<file path="src/rtl/seg7_pkg.sv">
// Shared constants and types for the two-digit 7-segment scan driver.
// Segment patterns are active-high, bit6..bit0 = a..g.
package seg7_pkg;

  localparam logic [6:0] SEG_ZERO = 7'b1111110;
  localparam logic [6:0] SEG_OFF  = 7'b0000000;

  typedef enum logic [1:0] {
    PH_BLANK,
    PH_ON,
    PH_OFF
  } phase_t;

  typedef logic digit_t;

endpackage

</file>
<file path="src/rtl/seg7_slot_timer.sv">
// Slot counter, digit select and per-slot BLANK/ON/OFF phase FSM.
// Phase is valid in the same cycle as its slot_cnt; ON length is fixed per slot from i_dim.
module seg7_slot_timer
  import seg7_pkg::*;
#(
  parameter int DIV   = 50000,
  parameter int BLANK = 500
) (
  input  logic       clk,
  input  logic       rst,
  input  logic [2:0] i_dim,
  output phase_t     o_phase,
  output digit_t     o_sel,
  output logic       o_boundary,
  output logic       o_slot_start
);

  localparam int CW      = $clog2(DIV);
  localparam int ON_UNIT = (DIV - BLANK) / 8;

  logic [CW-1:0] r_slot_cnt;
  logic [CW-1:0] r_on_len;
  digit_t        r_sel;
  phase_t        r_phase;
  phase_t        w_phase_nxt;
  logic          w_slot_end;
  logic          w_slot_start;
  logic [CW-1:0] w_on_len_nxt;
  logic [CW-1:0] w_on_end;

  assign w_slot_end   = (r_slot_cnt == CW'(DIV - 1));
  assign w_slot_start = (r_slot_cnt == '0);
  // dim==7 stretches ON to the end of the slot so OFF never appears.
  assign w_on_len_nxt = (i_dim == 3'd7) ? CW'(DIV - BLANK)
                                        : CW'(ON_UNIT * (int'(i_dim) + 1));
  assign w_on_end     = CW'(BLANK - 1) + r_on_len;

  always_ff @(posedge clk) begin
    if (rst) begin
      r_slot_cnt <= '0;
      r_sel      <= 1'b0;
      r_on_len   <= CW'(ON_UNIT);
    end else begin
      if (w_slot_start) r_on_len <= w_on_len_nxt;
      if (w_slot_end) begin
        r_slot_cnt <= '0;
        r_sel      <= ~r_sel;
      end else begin
        r_slot_cnt <= r_slot_cnt + 1'b1;
      end
    end
  end

  always_ff @(posedge clk) begin
    if (rst) r_phase <= PH_BLANK;
    else     r_phase <= w_phase_nxt;
  end

  always_comb begin
    w_phase_nxt = r_phase;
    if (w_slot_end) begin
      w_phase_nxt = PH_BLANK;
    end else begin
      case (r_phase)
        PH_BLANK: if (r_slot_cnt == CW'(BLANK - 1)) w_phase_nxt = PH_ON;
        PH_ON:    if (r_slot_cnt == w_on_end)       w_phase_nxt = PH_OFF;
        PH_OFF:   w_phase_nxt = PH_OFF;
        default:  w_phase_nxt = PH_BLANK;
      endcase
    end
  end

  always_comb begin
    o_phase      = r_phase;
    o_sel        = r_sel;
    o_boundary   = w_slot_end & r_sel;
    o_slot_start = w_slot_start;
  end

endmodule

</file>
<file path="src/rtl/seg7_scan_driver.sv">
// Two-digit multiplexed 7-segment pin driver with frame-synchronous double buffering.
// All pins registered (1-cycle latency); polarity applied only at the output register.
module seg7_scan_driver
  import seg7_pkg::*;
#(
  parameter int DIV            = 50000,
  parameter int BLANK          = 500,
  parameter int SEG_ACTIVE_LOW = 1,
  parameter int DIG_ACTIVE_LOW = 1
) (
  input  logic       clk,
  input  logic       rst,
  input  logic [6:0] seg_lo,
  input  logic [6:0] seg_hi,
  input  logic       load,
  input  logic       lz_blank,
  input  logic [2:0] dim,
  output logic [6:0] seg_out,
  output logic [1:0] dig_en,
  output logic       frame_done
);

  localparam logic       SEG_INV  = (SEG_ACTIVE_LOW != 0);
  localparam logic       DIG_INV  = (DIG_ACTIVE_LOW != 0);
  localparam logic [6:0] SEG_IDLE = {7{SEG_INV}};
  localparam logic [1:0] DIG_IDLE = {2{DIG_INV}};

  phase_t     w_phase;
  digit_t     w_sel;
  logic       w_boundary;
  logic       w_slot_start;
  logic [6:0] w_seg_ah;
  logic [1:0] w_dig_ah;

  logic [6:0] r_shadow_lo, r_shadow_hi;
  logic [6:0] r_active_lo, r_active_hi;
  logic       r_pending;
  logic       r_lz;
  logic [6:0] r_seg_out;
  logic [1:0] r_dig_en;
  logic       r_frame_done;

  seg7_slot_timer #(
    .DIV   (DIV),
    .BLANK (BLANK)
  ) u_timer (
    .clk          (clk),
    .rst          (rst),
    .i_dim        (dim),
    .o_phase      (w_phase),
    .o_sel        (w_sel),
    .o_boundary   (w_boundary),
    .o_slot_start (w_slot_start)
  );

  // A load landing on the boundary skips the shadow and is shown next frame.
  always_ff @(posedge clk) begin
    if (rst) begin
      r_shadow_lo <= SEG_OFF;
      r_shadow_hi <= SEG_OFF;
      r_active_lo <= SEG_OFF;
      r_active_hi <= SEG_OFF;
      r_pending   <= 1'b0;
      r_lz        <= 1'b0;
    end else begin
      if (w_slot_start) r_lz <= lz_blank;
      if (w_boundary) begin
        if (load) begin
          r_active_lo <= seg_lo;
          r_active_hi <= seg_hi;
        end else if (r_pending) begin
          r_active_lo <= r_shadow_lo;
          r_active_hi <= r_shadow_hi;
        end
        r_pending <= 1'b0;
      end else if (load) begin
        r_shadow_lo <= seg_lo;
        r_shadow_hi <= seg_hi;
        r_pending   <= 1'b1;
      end
    end
  end

  always_comb begin
    w_seg_ah = SEG_OFF;
    w_dig_ah = 2'b00;
    if (w_phase == PH_ON) begin
      if (w_sel) begin
        w_dig_ah = 2'b10;
        w_seg_ah = (r_lz && (r_active_hi == SEG_ZERO)) ? SEG_OFF : r_active_hi;
      end else begin
        w_dig_ah = 2'b01;
        w_seg_ah = r_active_lo;
      end
    end
  end

  always_ff @(posedge clk) begin
    if (rst) begin
      r_seg_out    <= SEG_IDLE;
      r_dig_en     <= DIG_IDLE;
      r_frame_done <= 1'b0;
    end else begin
      r_seg_out    <= w_seg_ah ^ SEG_IDLE;
      r_dig_en     <= w_dig_ah ^ DIG_IDLE;
      r_frame_done <= w_boundary;
    end
  end

  assign seg_out    = r_seg_out;
  assign dig_en     = r_dig_en;
  assign frame_done = r_frame_done;

endmodule

</file>
<file path="config.mk">
export PLATFORM = sky130hd
export DESIGN_NAME = seg7_scan_driver
export DESIGN_NICKNAME = d
export VERILOG_FILES = /design/src/rtl/seg7_pkg.sv /design/src/rtl/seg7_slot_timer.sv /design/src/rtl/seg7_scan_driver.sv
export SDC_FILE = /design/constraint.sdc
export NUM_CORES = 1
export LEC_CHECK = 0
export CAP_MARGIN = 25
export CORE_ASPECT_RATIO = 0.75
export CORE_MARGIN = 3
export CORE_UTILIZATION = 24
export DETAILED_ROUTE_END_ITERATION = 12
export SETUP_SLACK_MARGIN = 0.02
export SLEW_MARGIN = 10
export SYNTH_ARGS = -nofsm -noshare
export SYNTH_HDL_FRONTEND = slang
export SYNTH_SLANG_ARGS = --single-unit
</file>
<file path="constraint.sdc">
create_clock -name clk -period 5.4 [get_ports clk]
set_input_delay 1.35 -clock clk [delete_from_list [all_inputs] [get_ports clk]]
set_output_delay 1.35 -clock clk [all_outputs]
set_load 0.02 [all_outputs]
</file>
==> results by group <==
Die
  • Standard-cell rows: 39
  • DIE AREA: between 15000 and 20000 µm²
  • Initial Util: around 25%
  • Die H: roughly 120 µm
  • Die extent in x: 151 µm
  • I/O pin count: 31
  • Core area: 15400 µm²

Logic synthesis
  • Simple-gate share of the synthesized area: 20.2%
  • Largest family of logic cells by synthesized area: simple AND/OR/NAND/NOR gates
  • Post-Syn Area: roughly 3800 µm²
  • Ys Warns: 0
  • Netlist cell types: 53
  • Synth async-reset ratio: 0%
  • Xor/xnor share of the synthesized area: 7.59%
  • Top cells by area, synth: dfxtp_1 38%, mux2i_1 8.1%, nor2_1 6.6%
  • Synth Flop Type: dfxtp_1
  • EDFF count, synth: 0
  • Synth top area share: between 30% and 40%
  • Register area share after synthesis: approximately 38%
  • Post-synth top area cell: dfxtp_1
  • Post-synthesis compound-gate area fraction: about an eighth
  • Net Count, Synth: 469
  • Synth Instances: between 400 and 500
  • Synth Area in Adders: between 7 and 8%
  • Synthesis-stage register bit count: 72
  • Synthesized area per cell: a little under 9 µm²
  • Mux cell area share after synthesis: around 8.7%

STA
  • Min cycle time layout: between 4000 and 5000 ps
  • RSZ-0062 raised after global routing: false
  • # setup viols final: 0
  • Final Hold Vio Count: 0
  • Max-slew violation count: 0
  • Slew margin rel.: 32.4%
  • Final period util: 82.1%
  • Measured slew at the worst slew-check pin: between 1000 and 1500 ps
  • Clk_skew: between 9 and 10 ps
  • Max Fclk: approximately 0.23 GHz
  • Fin Setup TNS: 0 ps

Clock tree
  • Post-CTS setup buffer count: 0
  • Clock transition at path regs: roughly 60 ps
  • Post-CTS Hold Buffers: 0
  • CTS max path bufs: 2
  • Clock Latency Late Sink: about 330 ps
  • Post-CTS resize count: 0
  • Root Driver: clkbuf_16
  • Clock Sink Count: 72
  • CTS buffer count: 9
  • H-tree levels: 3
  • CTS tree: yes

Run
  • Max Cap Viol: 0

Placed design
  • Port Buffers: 30
  • Routability congestion estimate: 0.830
  • DP Wirelength: between 6000 and 7000 µm

Finish
  • Register Area: ~1400 µm²
  • Multi-input gate area: ~2100 µm²
  • Area grow syn2layout: 18.5%
  • Layout cells sized above 1: under 10%
  • Most frequent cells in the layout: 72 x dfxtp_1, 67 x nor2_1, 31 x mux2i_1
  • Commonest non-fill, non-tap cell in the layout: dfxtp_1
  • Antenna cells: 0
  • Nets: between 400 and 500
  • Final core occ: between 20% and 30%
  • # fillers: about 1600

Critical path
  • CP endpoint kind: flop
  • Worst Setup Path Type: in2reg
  • FF-to-FF Start: u_timer.r_slot_cnt[1]$_SDFF_PP0_
  • Critical path data arrival time: between 4000 and 5000 ps
  • Crit path launch type: primary input
  • CP required: roughly 5600 ps
  • Crit. Startpoint: dim[0]
  • Worst R2R Path Depth: 8
  • Critical path peak fanout: 6
  • Worst reg2reg path endpoint: r_active_hi[4]$_SDFFE_PP0P_
  • R2R setup slack: ~2800 ps

Power and ir drop
  • Power Density: between 200 and 300 nW/µm²
  • Switching Power: roughly 0.38 mW
  • Combinational share of power: ~16%
  • Leak pwr: 1.71 nW
  • Reg power frac: 43.4%
  • Switching Fraction: ~28%
  • Pint: 0.966 mW
  • Peak supply drop: 0.172 mV
  • Clk pwr share: roughly two fifths

Detailed routing
  • Final ANT Viol Nets: 0
  • Average wire per standard cell: 13.1 µm
  • DR iter-0 viols: between 200 and 250
  • WL final: about 8500 µm
  • Drt pass-1 iters: 5
  • Total DRC errors in the routed layout: 0
  • Vias per cell: about 4.6
  • Vias: ~3000

Worst hold path
  • Hold Path Sink: seg_out[6]$_SDFF_PP1_
  • Worst Hold Class: reg2reg
  • Hold Path Cell Cnt: 1
  • Beginning of the worst hold path: r_active_lo[6]$_SDFFE_PP0P_

Global routing
  • GRT overflow: 0
  • Largest net degree at the start of global routing: 50
  • First-pass GRT wire length: 14000 µm
  • Number of antenna violations at the first check in global routing: 0
  • GR Util All Layers: between 10% and 20%
  • Number of global-route vias before repair: ~2800

Status
  • Status: finished, final reports clean
==> cells in the mapped netlist, types with 6 or more instances <==
master and number:
a211oi_1 13, a211oi_2 6, a21oi_1 11, a22oi_1 7, and3_1 6, clkbuf_1 18, dfxtp_1 72, ha_1 20
inv_1 18, mux2i_1 31, nand2_1 21, nand3_1 12, nand4_1 6, nor2_1 67, nor3_1 17, o21ai_0 8
or3_1 7, xnor2_1 20, xor2_1 13
==> power groups by stage <==
stage	logic, mW	registers [mW]	clock network, mW
after floorplan	0.159	0.585	0
after global placement	0.202	0.593	0
after detailed placement	0.210	0.595	0
after CTS	0.211	0.583	0.559
after global routing	0.239	0.587	0.585
final	0.211	0.583	0.549
==> cells by family (layout without fill, tap and decap cells) <==
kind of cell               after synthesis  count (layout)
AOI/OAI and AO/OA                       65              65
xor gates and xnor gates                33              33
muxes                                   33              33
DFF                                     72              72
buffers and inverters                   45              66
and+or+nand+nor                        158             158
adders and majority gates               21              21
==> critical path, cell delays in order <==
cell             delay [ps]
clkdlybuf4s50_1         500
ha_1                    240
ha_1                    430
inv_1                   100
ha_1                    220
ha_1                    200
mux2_2                  260
ha_1                    180
a21o_1                  160
ha_1                    320
a31oi_1                 220
xor2_1                  160
nor3_1                   60
a21oi_1                 150
nor2_1                   60
==> how the worst max path moves through the flow <==
stage | slack [ps] | to | cells past startpoint
2_1_floorplan | 1470 | u_timer.r_on_len[8]$_SDFFE_PP0N_ | 13
3_3_place_gp | 740 | u_timer.r_on_len[8]$_SDFFE_PP0N_ | 14
3_5_place_dp | 640 | u_timer.r_on_len[7]$_SDFFE_PP0N_ | 15
4_1_cts | 980 | u_timer.r_on_len[7]$_SDFFE_PP0N_ | 15
5_1_grt | 600 | u_timer.r_on_len[8]$_SDFFE_PP0N_ | 14
6_report | 970 | u_timer.r_on_len[7]$_SDFFE_PP0N_ | 15
==> routing by layer <==
layer | vias to the layer above | wire (µm) | track usage, %
li1 | 1528 | - | -
met1 | 1417 | 4490 | 15.1
met2 | 74 | 3520 | 13.9
met3 | 4 | 473 | 2.68
met4 | 0 | 53 | 2.78
met5 | - | 0 | 0
==> area by class of cell <==
cell class | count | share of cell area [%]
Sequential cell | 72 | 31.9
Timing Repair Buffer | 32 | 7.04
Clock inverter | 7 | 1.22
Tap cell | 205 | 5.68
Clock buffer | 9 | 4.99
Inverter | 18 | 1.50
Multi-Input combinational cell | 310 | 47.6
==> stage by stage <==
step,std cells,total power [mW],cell area (µm²),setup slack (ps),hold WS (ps)
5_1_grt,653,1.41,4510,602,475
4_1_cts,652,1.35,4500,976,462
2_1_floorplan,427,0.744,3810,1470,430
3_5_place_dp,636,0.805,4220,640,453
3_3_place_gp,636,0.794,4220,741,444
6_report,653,1.34,4510,969,463
==> registers in the layout, summed over array words and instances (netlist names) <==
signal / flops
r_active_hi: 7
dig_en: 2
r_shadow_hi: 7
r_pending: 1
u_timer.r_slot_cnt: 16
u_timer.o_sel: 1
seg_out: 7
r_lz: 1
u_timer.r_on_len: 13
r_active_lo: 7
r_shadow_lo: 7
u_timer.o_phase: 2
frame_done: 1
(Power assumes the default switching activity.)
